### src/rtl/seven_seg_scan_decoder.sv
// ---------------------------------------------------------------------------
// seven_seg_scan_decoder
//
// Receive-side monitor for the multiplexed 4-digit seven-segment display bus.
// It samples the bus on the 200 Hz scan clock and decodes each displayed
// digit into a per-slot shadow register. Once all four slots have been seen,
// it publishes a complete frame.
//
// Ports
//   clk_200        in   scan clock (same clock that advances the digit select)
//   rst            in   asynchronous, active-high reset
//   segments[6:0]  in   {a,b,c,d,e,f,g}, active low
//   anode_active   in   digit enables, active low, one-hot-low when legal
//   decimalPt      in   decimal point, active low
//   digits[15:0]   out  last committed frame, [15:12] = leftmost digit
//   dp_mask[3:0]   out  committed decimal points, bit 3 = leftmost, 1 = lit
//   err_mask[3:0]  out  committed per-digit illegal-pattern flags
//   frame_valid    out  one-cycle pulse when the committed outputs update
//   frame_changed  out  one-cycle pulse with frame_valid when digits changed
//   anode_err      out  one-cycle pulse on a multi-hot-low / all-on anode
//   stale          out  level, no frame completed within TIMEOUT_CYCLES
// ---------------------------------------------------------------------------
module seven_seg_scan_decoder #(
    parameter int TIMEOUT_CYCLES = 16   // legal range 4..255
) (
    input  logic        clk_200,
    input  logic        rst,
    input  logic [6:0]  segments,
    input  logic [3:0]  anode_active,
    input  logic        decimalPt,
    output logic [15:0] digits,
    output logic [3:0]  dp_mask,
    output logic [3:0]  err_mask,
    output logic        frame_valid,
    output logic        frame_changed,
    output logic        anode_err,
    output logic        stale
);

    localparam logic [7:0] TIMEOUT_MAX = 8'(TIMEOUT_CYCLES);

    // Input stage (S0). It resets to the idle bus value: all anodes off,
    // all segments dark.
    logic [6:0]  seg_s0;
    logic [3:0]  anode_s0;
    logic        dp_n_s0;

    // Per-slot shadow of the frame under construction.
    logic [15:0] shadow_digits;
    logic [3:0]  shadow_dp;
    logic [3:0]  shadow_err;
    logic [3:0]  seen;
    logic [7:0]  timeout_count;

    // Combinational decode of the S0 sample.
    logic        anode_legal;
    logic [1:0]  slot_idx;
    logic [3:0]  slot_bit;
    logic [3:0]  nibble;
    logic        pattern_err;
    logic [15:0] shadow_digits_next;
    logic [3:0]  shadow_dp_next;
    logic [3:0]  shadow_err_next;
    logic [3:0]  seen_next;
    logic        commit;

    // Anode decode: only a single low enable selects a slot.
    always_comb begin
        // NOTE: every signal written here gets a default first, so no path
        // leaves it unassigned and no latch is inferred.
        anode_legal = 1'b1;
        slot_idx    = 2'd0;
        slot_bit    = 4'b0000;
        unique case (anode_s0)
            4'b0111: begin slot_idx = 2'd3; slot_bit = 4'b1000; end
            4'b1011: begin slot_idx = 2'd2; slot_bit = 4'b0100; end
            4'b1101: begin slot_idx = 2'd1; slot_bit = 4'b0010; end
            4'b1110: begin slot_idx = 2'd0; slot_bit = 4'b0001; end
            default: anode_legal = 1'b0;
        endcase
    end

    // Segment pattern decode (active low, abcdefg). Blank decodes to F without
    // an error. Any other unknown pattern also decodes to F, but flags an error.
    always_comb begin
        nibble      = 4'hF;
        pattern_err = 1'b0;
        unique case (seg_s0)
            7'b0000001: nibble = 4'd0;
            7'b1001111: nibble = 4'd1;
            7'b0010010: nibble = 4'd2;
            7'b0000110: nibble = 4'd3;
            7'b1001100: nibble = 4'd4;
            7'b0100100: nibble = 4'd5;
            7'b0100000: nibble = 4'd6;
            7'b0001111: nibble = 4'd7;
            7'b0000000: nibble = 4'd8;
            7'b0000100: nibble = 4'd9;
            7'b1111111: nibble = 4'hF;
            default:    pattern_err = 1'b1;
        endcase
    end

    // The shadow as it will look after this edge. The commit path reads these
    // values, so the slot captured in the same cycle is forwarded straight
    // into the published frame.
    always_comb begin
        shadow_digits_next = shadow_digits;
        shadow_dp_next     = shadow_dp;
        shadow_err_next    = shadow_err;
        seen_next          = seen;
        if (anode_legal) begin
            shadow_digits_next[{slot_idx, 2'b00} +: 4] = nibble;
            shadow_dp_next[slot_idx]                   = ~dp_n_s0;
            shadow_err_next[slot_idx]                  = pattern_err;
            seen_next                                  = seen | slot_bit;
        end
    end

    assign commit = anode_legal && (seen_next == 4'b1111);

    // NOTE: the reset is asynchronous (it appears in the sensitivity list), so
    // a mid-frame rst discards the partial shadow at once, without waiting
    // for a clock edge.
    always_ff @(posedge clk_200 or posedge rst) begin
        if (rst) begin
            seg_s0        <= 7'b1111111;
            anode_s0      <= 4'b1111;
            dp_n_s0       <= 1'b1;
            shadow_digits <= 16'h0000;
            shadow_dp     <= 4'h0;
            shadow_err    <= 4'h0;
            seen          <= 4'b0000;
            timeout_count <= TIMEOUT_MAX;
            digits        <= 16'h0000;
            dp_mask       <= 4'h0;
            err_mask      <= 4'h0;
            frame_valid   <= 1'b0;
            frame_changed <= 1'b0;
            anode_err     <= 1'b0;
        end else begin
            // NOTE: non-blocking assignments throughout. Every right-hand side
            // reads the pre-edge value, so statement order cannot matter.
            seg_s0        <= segments;
            anode_s0      <= anode_active;
            dp_n_s0       <= decimalPt;

            shadow_digits <= shadow_digits_next;
            shadow_dp     <= shadow_dp_next;
            shadow_err    <= shadow_err_next;
            seen          <= commit ? 4'b0000 : seen_next;

            frame_valid   <= commit;
            frame_changed <= commit && (shadow_digits_next != digits);
            anode_err     <= !anode_legal && (anode_s0 != 4'b1111);

            if (commit) begin
                digits   <= shadow_digits_next;
                dp_mask  <= shadow_dp_next;
                err_mask <= shadow_err_next;
            end

            // A commit always wins over saturation.
            if (commit) begin
                timeout_count <= 8'd0;
            end else if (timeout_count != TIMEOUT_MAX) begin
                timeout_count <= timeout_count + 8'd1;
            end
        end
    end

    assign stale = (timeout_count == TIMEOUT_MAX);

endmodule
### config.mk
export PLATFORM = sky130hd
export DESIGN_NAME = seven_seg_scan_decoder
export DESIGN_NICKNAME = d
export VERILOG_FILES = /design/src/rtl/seven_seg_scan_decoder.sv
export SDC_FILE = /design/constraint.sdc
export NUM_CORES = 1
export LEC_CHECK = 0
export ABC_AREA = 1
export BUFFER_PORTS_ARGS = -buffer_cell sky130_fd_sc_hd__buf_4
export CAP_MARGIN = 0
export CORE_MARGIN = 5
export CORE_UTILIZATION = 25
export CTS_BUF_LIST = sky130_fd_sc_hd__clkbuf_8
export CTS_CLUSTER_SIZE = 16
export DETAILED_ROUTE_END_ITERATION = 16
export PLACE_DENSITY = 0.46
export SLEW_MARGIN = 10
export SYNTH_ARGS = -nofsm -noshare
export SYNTH_HDL_FRONTEND = slang
export SYNTH_SLANG_ARGS = --single-unit
### constraint.sdc
create_clock -name clk_200 -period 3 [get_ports clk_200]
set_input_delay 0.3 -clock clk_200 [delete_from_list [all_inputs] [get_ports clk_200]]
set_output_delay 0.3 -clock clk_200 [all_outputs]
set_load 0.01 [all_outputs]
==> metrics.txt, run 1 <==
outcome finished clean; layout cells sized above 1 between 10% and 20%; Bufs on Longest Clock Path 2; Crit Path Class reg -> reg; root buf cell clkbuf_8; via/cell ratio between 4 and 5; drt wl/cell ~13 um; Worst Clk Skew between 0.01 and 0.015 ns; Most used DFF post-synth dfrtp_1; DR iter-0 viols 209; post-detailed-route count of antenna-violating nets 0; DP HPWL a little under 6000 um; Critical Path AT roughly 2.9 ns; Async S/R FF share, synth 100%; leakage approximately 2.2 nW; Hold WS roughly 0.029 ns; Num CTS Buffers 9; Final GP Congestion roughly 0.78; crit end category flip-flop; total gr overflow 0; die height 129 um; Post-Syn Nets ~450; FF-to-FF Start anode_s0[3]; worst r2r path cells 14; Rows 43; WP data required around 3.3 ns; Critical Path Fanout Max 11; Layout Cells excl Fill around 660; Antenna Cells 0; fmax ~380 MHz; Initial Util 25.4%; Worst-Margin Slew 0.401 ns; Relative slew margins between 70% and 80%; number of global-route vias before repair roughly 3,000; Hold Path Class in -> async; Distinct cells, synth 31; DRC Markers 0; yosys warns 0; Tcrit/Tclk final 87.4%; synthesized instance count between 400 and 500; Seq cells post-synth 75; Die Width around 130 um; number of max-cap violations 0; Fin. Hold Viols 0; fillers roughly 1,400; Core Area ~14,000 um^2; I/O Pins between 40 and 50; Sinks on Clock Net 75; cell area after synthesis 3510 um^2; Gates resized, CTS repair 0; Clock Latency Late Sink 0.37 ns; sequential share of the synthesized area 53.9%; initial antenna violation count 0; CP Launch Type flip-flop; RSZ-0062 raised after global routing false; I/O Buffers 41; H-tree levels 3; net count reported at finish 498; layout overhead on the synthesized area 22.4%; Period minus WS final around 2.6 ns; Final setup viols 0; GRT Overall Usage between 10% and 20%; reg2reg setup slack around 0.38 ns; Synth Area per Inst ~8.2 um^2; Util after Layout approximately 31%; number of enable flip-flop cells after synthesis 0; reg2reg end frame_changed; drt total wl about 8400 um; post-route setup TNS 0 ns; placed insts 645; worst vdd ir between 0.2 and 0.3 mV; drt pass-1 iters 5; Critical-path top delay cell dfstp_2; Slew Limit Fails 0; Die ar. roughly 17,000 um^2; largest net degree at the start of global routing between 70 and 80; Pwr Density 696 nW/um^2; total number of vias between 2,000 and 3,000; Total Power around 3.0 mW; Post-CTS Setup Bufs 0; first-pass GRT wire length between 10,000 and 15,000 um; max incr delay on CP between 0.5 and 0.6 ns; hold buffer count at cts 0; CTS tree built; Worst-path clk slew roughly 0.08 ns; CP cell instances nor3_2 -> nor2_2 -> clkinv_1 -> ha_1 -> nand2_4 -> nor2_4 -> nand4_1 -> nand2_1 -> nand2_1 -> nand2_1 -> nor2_1 -> nand3_1 -> nor2_1 -> nor2_1
metrics by stage:
step	cell area, um^2	setup slack, ns
final	4300	0.378
after global routing	4300	0.0876
after CTS	4290	0.324
after detailed placement	4050	0.341
after global placement	4050	0.341
after floorplan	3510	0.763
worst max-delay path, delay by kind of cell (launching register included):
family                     cells  cell delay [ns]
DFF                            1             0.56
buffers and inverters          1             0.36
adders and majority gates      1             0.34
and+or+nand+nor               12             1.27
metal layers:
metal  wire length [um]  track usage [%]
met5                  0                0
met4                182             5.31
met2               4130             18.3
met3                369             3.40
met1               3710             13.1
cell families after synthesis:
group                    count (synthesis)  share of synthesized area, %
AND/OR/NAND/NOR                        257                          32.0
adder cells (fa/ha/maj)                  7                          2.49
flip-flops                              75                          53.9
buffers and inverters                   52                          5.98
AO/OA/AOI/OAI                           37                          5.63
synthesized netlist by cell type (3+ instances only):
master,n,share of area [%]
nand2_4,3,0.96
inv_1,43,4.6
ha_1,7,2.5
dfrtp_1,62,44
nor2_2,4,0.71
nand4_1,9,1.6
nand2_1,152,16
dfstp_2,13,9.7
a21oi_1,7,1.0
nor2_1,38,4.1
o21ai_0,26,3.7
buf_2,3,0.43
nand2_2,6,1.1
nand3_1,30,4.3
nor3_1,4,0.57
power by group:
group / internal (mW) / switching (mW)
clock network: 0.551 / 0.399
logic: 0.303 / 0.387
registers: 1.23 / 0.128
worst max-delay path by stage:
stage | from | endpoint | slack, ns | depth (start not counted)
6_report | anode_s0[3] | frame_changed | 0.38 | 14
5_1_grt | anode_s0[3] | frame_changed | 0.09 | 14
4_1_cts | anode_s0[3] | frame_changed | 0.32 | 14
3_5_place_dp | anode_s0[3] | frame_changed | 0.34 | 14
3_3_place_gp | anode_s0[3] | frame_changed | 0.34 | 14
2_1_floorplan | anode_s0[3] | frame_changed | 0.76 | 14
state kept, by name, summed over array words and instances (netlist names):
signal	flops
frame_changed	1
shadow_dp	4
digits	16
frame_valid	1
seg_s0	7
err_mask	4
seen	4
dp_mask	4
anode_err	1
shadow_digits	16
timeout_count	8
dp_n_s0	1
anode_s0	4
shadow_err	4
layout make-up:
| class | instances | area [um^2] | share of cell area [%] |
|---|---|---|---|
| Clock buffer | 9 | 124 | 2.88 |
| Multi-Input combinational cell | 301 | 1410 | 32.8 |
| Tap cell | 180 | 225 | 5.24 |
| Clock inverter | 7 | 115 | 2.68 |
| Inverter | 45 | 169 | 3.93 |
| Sequential cell | 75 | 1890 | 44.0 |
| Timing Repair Buffer | 45 | 365 | 8.49 |
cell usage in the layout (no fill, tap or decap), types with 4 or more instances in the layout:
cell type / instances
buf_4: 42
nand2_1: 152
nand4_1: 9
nor3_1: 4
dfstp_2: 13
dfrtp_1: 62
clkbuf_8: 9
a21oi_1: 7
nor2_1: 38
nand3_1: 30
nand2_2: 6
nor2_2: 4
inv_1: 43
ha_1: 7
o21ai_0: 26
Note: power is estimated with default switching activity, not from simulation.
==> run 2, diff against run 1 <==
--- a/config.mk
+++ b/config.mk
@@ -5,7 +5,6 @@
 export SDC_FILE = /design/constraint.sdc
 export NUM_CORES = 1
 export LEC_CHECK = 0
-export ABC_AREA = 1
 export BUFFER_PORTS_ARGS = -buffer_cell sky130_fd_sc_hd__buf_4
 export CAP_MARGIN = 0
 export CORE_MARGIN = 5
==> run 2 against run 1 <==
  * Final cell count decreased by 6.6%
  * Clock skew increased by 0.0018 ns
  * Non-clock buffer count increased by 16
  * Worst hold slack got worse by 0.0047 ns
  * Total power increased by 0.56%
  * Largest power group unchanged
  * Critical path type unchanged
  * Die area increased by 4.0%
  * Utilization increased by 0.15 points
==> metrics.txt, run 2 <==
die height 131 um (was 129 um); Synth area leader dfrtp_1 (unchanged); largest registers digits: 16 flops, shadow_digits: 16 flops, timeout_count: 8 flops (unchanged); via/cell ratio 4.67 (was 4.32); Hold WS 0.0241 ns (was 0.0288 ns); worst r2r path cells 11 (was 14); Final setup viols 0 (unchanged); Clock Latency Late Sink 0.37 ns (about the same); layout cells sized above 1 26.0% (was 19.1%); total number of vias 2,883 (was 2,861); Post-Syn Nets 391 (was 449); GRT Overall Usage 11.9% (was 11.1%); largest net degree at the start of global routing 48 (was 76); Sw Ratio 31.9% (was 30.5%); largest cells by area after synthesis dfrtp_1, dfstp_2, nand2_1 (was dfrtp_1, nand2_1, dfstp_2); yosys warns 0 (unchanged); top post-synthesis cells by count nand2_1, dfrtp_1, o21ai_0 (was nand2_1, dfrtp_1, inv_1); Async S/R FF share, synth 100% (unchanged); Rows 44 (was 43); Int Pwr 2.05 mW (was 2.08 mW); Most used DFF post-synth dfrtp_1 (unchanged); outcome finished clean (unchanged); number of max-cap violations 0 (unchanged); Top delay family on crit path simple AND/OR/NAND/NOR gates (unchanged); most frequent cells in the layout nand2_1, dfrtp_1, buf_4, o21ai_0, nor2_1 (was nand2_1, dfrtp_1, inv_1, buf_4, nor2_1); synthesized instance count 370 (was 428); Critical Path AT 3.03 ns (was 2.88 ns); Worst-path clk slew 0.08 ns (about the same); fmax 359 MHz (was 381 MHz); CTS tree built (unchanged); post-route setup TNS 0 ns (unchanged); Final GP Congestion 0.825 (was 0.782); fillers 1,533 (was 1,449); Fin. Hold Viols 0 (unchanged); leakage 2.11 nW (was 2.21 nW); Relative slew margins 56.2% (was 73.2%); Die ar. 17,200 um^2 (was 16,500 um^2); drt wl/cell 15.8 um (was 12.7 um); Slew Limit Fails 0 (unchanged); RSZ-0062 raised after global routing false (unchanged); crit end category flip-flop (unchanged); H-tree levels 3 (unchanged); Hold Path Class in -> async (unchanged); Seq cells post-synth 75 (unchanged); most numerous cell in the Yosys netlist nand2_1 (unchanged); FF/Latch Area 1890 um^2 (unchanged); I/O Pins 42 (unchanged); DP HPWL 7030 um (was 5960 um); drt pass-1 iters 4 (was 5); drt total wl 9750 um (was 8400 um); share of the synthesized area in the top cell type 42.3% (was 44.2%); net count reported at finish 450 (was 498); Core Area 14,500 um^2 (was 13,800 um^2); worst vdd ir 0.193 mV (was 0.272 mV); Bufs on Longest Clock Path 2 (unchanged); first-pass GRT wire length 15,400 um (was 14,300 um); cell area after synthesis 3660 um^2 (was 3510 um^2); sequential share of the synthesized area 51.7% (was 53.9%); Distinct cells, synth 62 (was 31); WP data required 3.25 ns (was 3.26 ns); Period minus WS final 2.78 ns (was 2.62 ns); Pwr Density 666 nW/um^2 (was 696 nW/um^2); Tcrit/Tclk final 92.8% (was 87.4%); Sw Pwr 960 uW (was 913 uW); Comb power frac 24.9% (was 23.0%); Initial Util 25.3% (was 25.4%); DRC Markers 0 (unchanged); Util after Layout 31.3% (was 31.1%); Die Width 131 um (was 129 um); CP cell instances xor2_2 -> nand3_2 -> ha_1 -> nor2_2 -> nand4_1 -> nand2_1 -> o32ai_1 -> or3_1 -> nor3_1 -> and4_1 -> a31oi_1 (was nor3_2 -> nor2_2 -> clkinv_1 -> ha_1 -> nand2_4 -> nor2_4 -> nand4_1 -> nand2_1 -> nand2_1 -> nand2_1 -> nor2_1 -> nand3_1 -> nor2_1 -> nor2_1); clock share of power 28.2% (was 31.7%); number of global-route vias before repair 2,846 (was 2,963); total gr overflow 0 (unchanged); reg2reg setup slack 0.22 ns (was 0.38 ns); post-detailed-route count of antenna-violating nets 0 (unchanged); layout overhead on the synthesized area 23.5% (was 22.4%); Synth Area per Inst 9.90 um^2 (was 8.21 um^2); max incr delay on CP 0.60 ns (was 0.56 ns); FF-to-FF Start anode_s0[3] (unchanged); Multi-input gate area 1640 um^2 (was 1410 um^2); Flop pwr share 46.9% (was 45.3%); Sinks on Clock Net 75 (unchanged); Crit Path Class reg -> reg (unchanged); Critical-path top delay cell dfstp_2 (unchanged); initial antenna violation count 0 (unchanged); root buf cell clkbuf_8 (unchanged); Critical Path Fanout Max 7 (was 11); number of enable flip-flop cells after synthesis 0 (unchanged); Buffers & Inverters on Critical Path 0 (was 1); commonest non-fill, non-tap cell in the layout nand2_1 (unchanged); I/O Buffers 41 (unchanged); Num CTS Buffers 9 (unchanged); Worst-Margin Slew 0.656 ns (was 0.401 ns); DR iter-0 viols 116 (was 209); Worst Clk Skew 0.0154 ns (was 0.0136 ns); Antenna Cells 0 (unchanged); reg2reg end frame_changed (unchanged); CP Launch Type flip-flop (unchanged)
## run 2: cell types whose count changed after synthesis, moves of 4 or more
cell | before | now
a31oi_1 | 1 | 6
inv_1 | 43 | 19
mux2_2 | 0 | 12
nand2_1 | 152 | 70
nand2_2 | 6 | 0
nand3_1 | 30 | 11
nand4_1 | 9 | 5
nor2_1 | 38 | 22
nor2_2 | 4 | 0
nor3_1 | 4 | 9
o22ai_1 | 0 | 4
xor2_1 | 0 | 12
## run 2: layout make-up
| class | instances | share of cell area [%] |
|---|---|---|
| tap | 184 | 5.09 |
| inverter | 20 | 1.74 |
| multi-input combinational | 262 | 36.2 |
| sequential | 75 | 41.8 |
| timing repair buffer | 61 | 10.5 |
| clock inverter | 7 | 1.94 |
| clock buffer | 9 | 2.74 |
## run 2: metal layers
metal	vias up	part of all wire [%]	track usage [%]
li1	1417	-	-
met4	0	1.2	3.81
met5	-	0	0
met2	57	46	18.4
met3	10	6.0	3.97
met1	1399	46	15.7
## run 2: power by group through the flow
stage | Combinational [mW] | Sequential, mW | Clock (mW)
after floorplan | 0.443 | 1.42 | 0
after global placement | 0.741 | 1.43 | 0
after detailed placement | 0.748 | 1.43 | 0
after CTS | 0.754 | 1.41 | 0.891
after global routing | 0.862 | 1.44 | 0.931
final | 0.750 | 1.41 | 0.851
## run 2: logic make-up after synthesis
kind of cell / synth area share, %
buffers and inverters: 4.27
and+or+nand+nor: 20.7
xor gates and xnor gates: 3.58
AOI/OAI and AO/OA: 13.2
muxes: 4.23
adders and majority gates: 2.39
DFF: 51.7
## run 2: what timing repair did
| item | 4_1_cts | 5_1_grt |
|---|---|---|
| endpoints found under the setup margin | 0 | 1 |
| gates resized for setup | 0 | 9 |
| hold buffers | 0 | 1 |
| hold endpoints to repair | 0 | 1 |
| setup buffers | 0 | 2 |
## run 2: stage by stage
step | std cells | power [mW] | setup slack (ns) | area, um^2
final | 618 | 3.01 | 0.216 | 4530
after global routing | 618 | 3.24 | 0.00946 | 4530
after CTS | 615 | 3.06 | 0.0342 | 4470
after detailed placement | 599 | 2.18 | 0.0595 | 4260
after global placement | 599 | 2.17 | 0.142 | 4260
after floorplan | 370 | 1.86 | 0.108 | 3660
## run 2: worst max-delay path by stage
stage	startpoint	to	slack, ns	cells after the start
global route	anode_s0[3]	frame_changed	0.009	10
CTS	anode_s0[3]	frame_changed	0.03	11
finish	anode_s0[3]	frame_changed	0.22	11
detailed placement	anode_s0[3]	frame_changed	0.06	11
floorplan	anode_s0[1]	frame_changed	0.11	13
global placement	anode_s0[3]	frame_changed	0.14	11
## run 2: worst register-to-register path: stages, from the launching register on
cell     delay [ns]
dfstp_2        0.60
xor2_2         0.21
nand3_2        0.14
ha_1           0.31
nor2_2         0.16
nand4_1        0.18
nand2_1        0.16
o32ai_1        0.09
or3_1          0.36
nor3_1         0.16
and4_1         0.21
a31oi_1        0.08
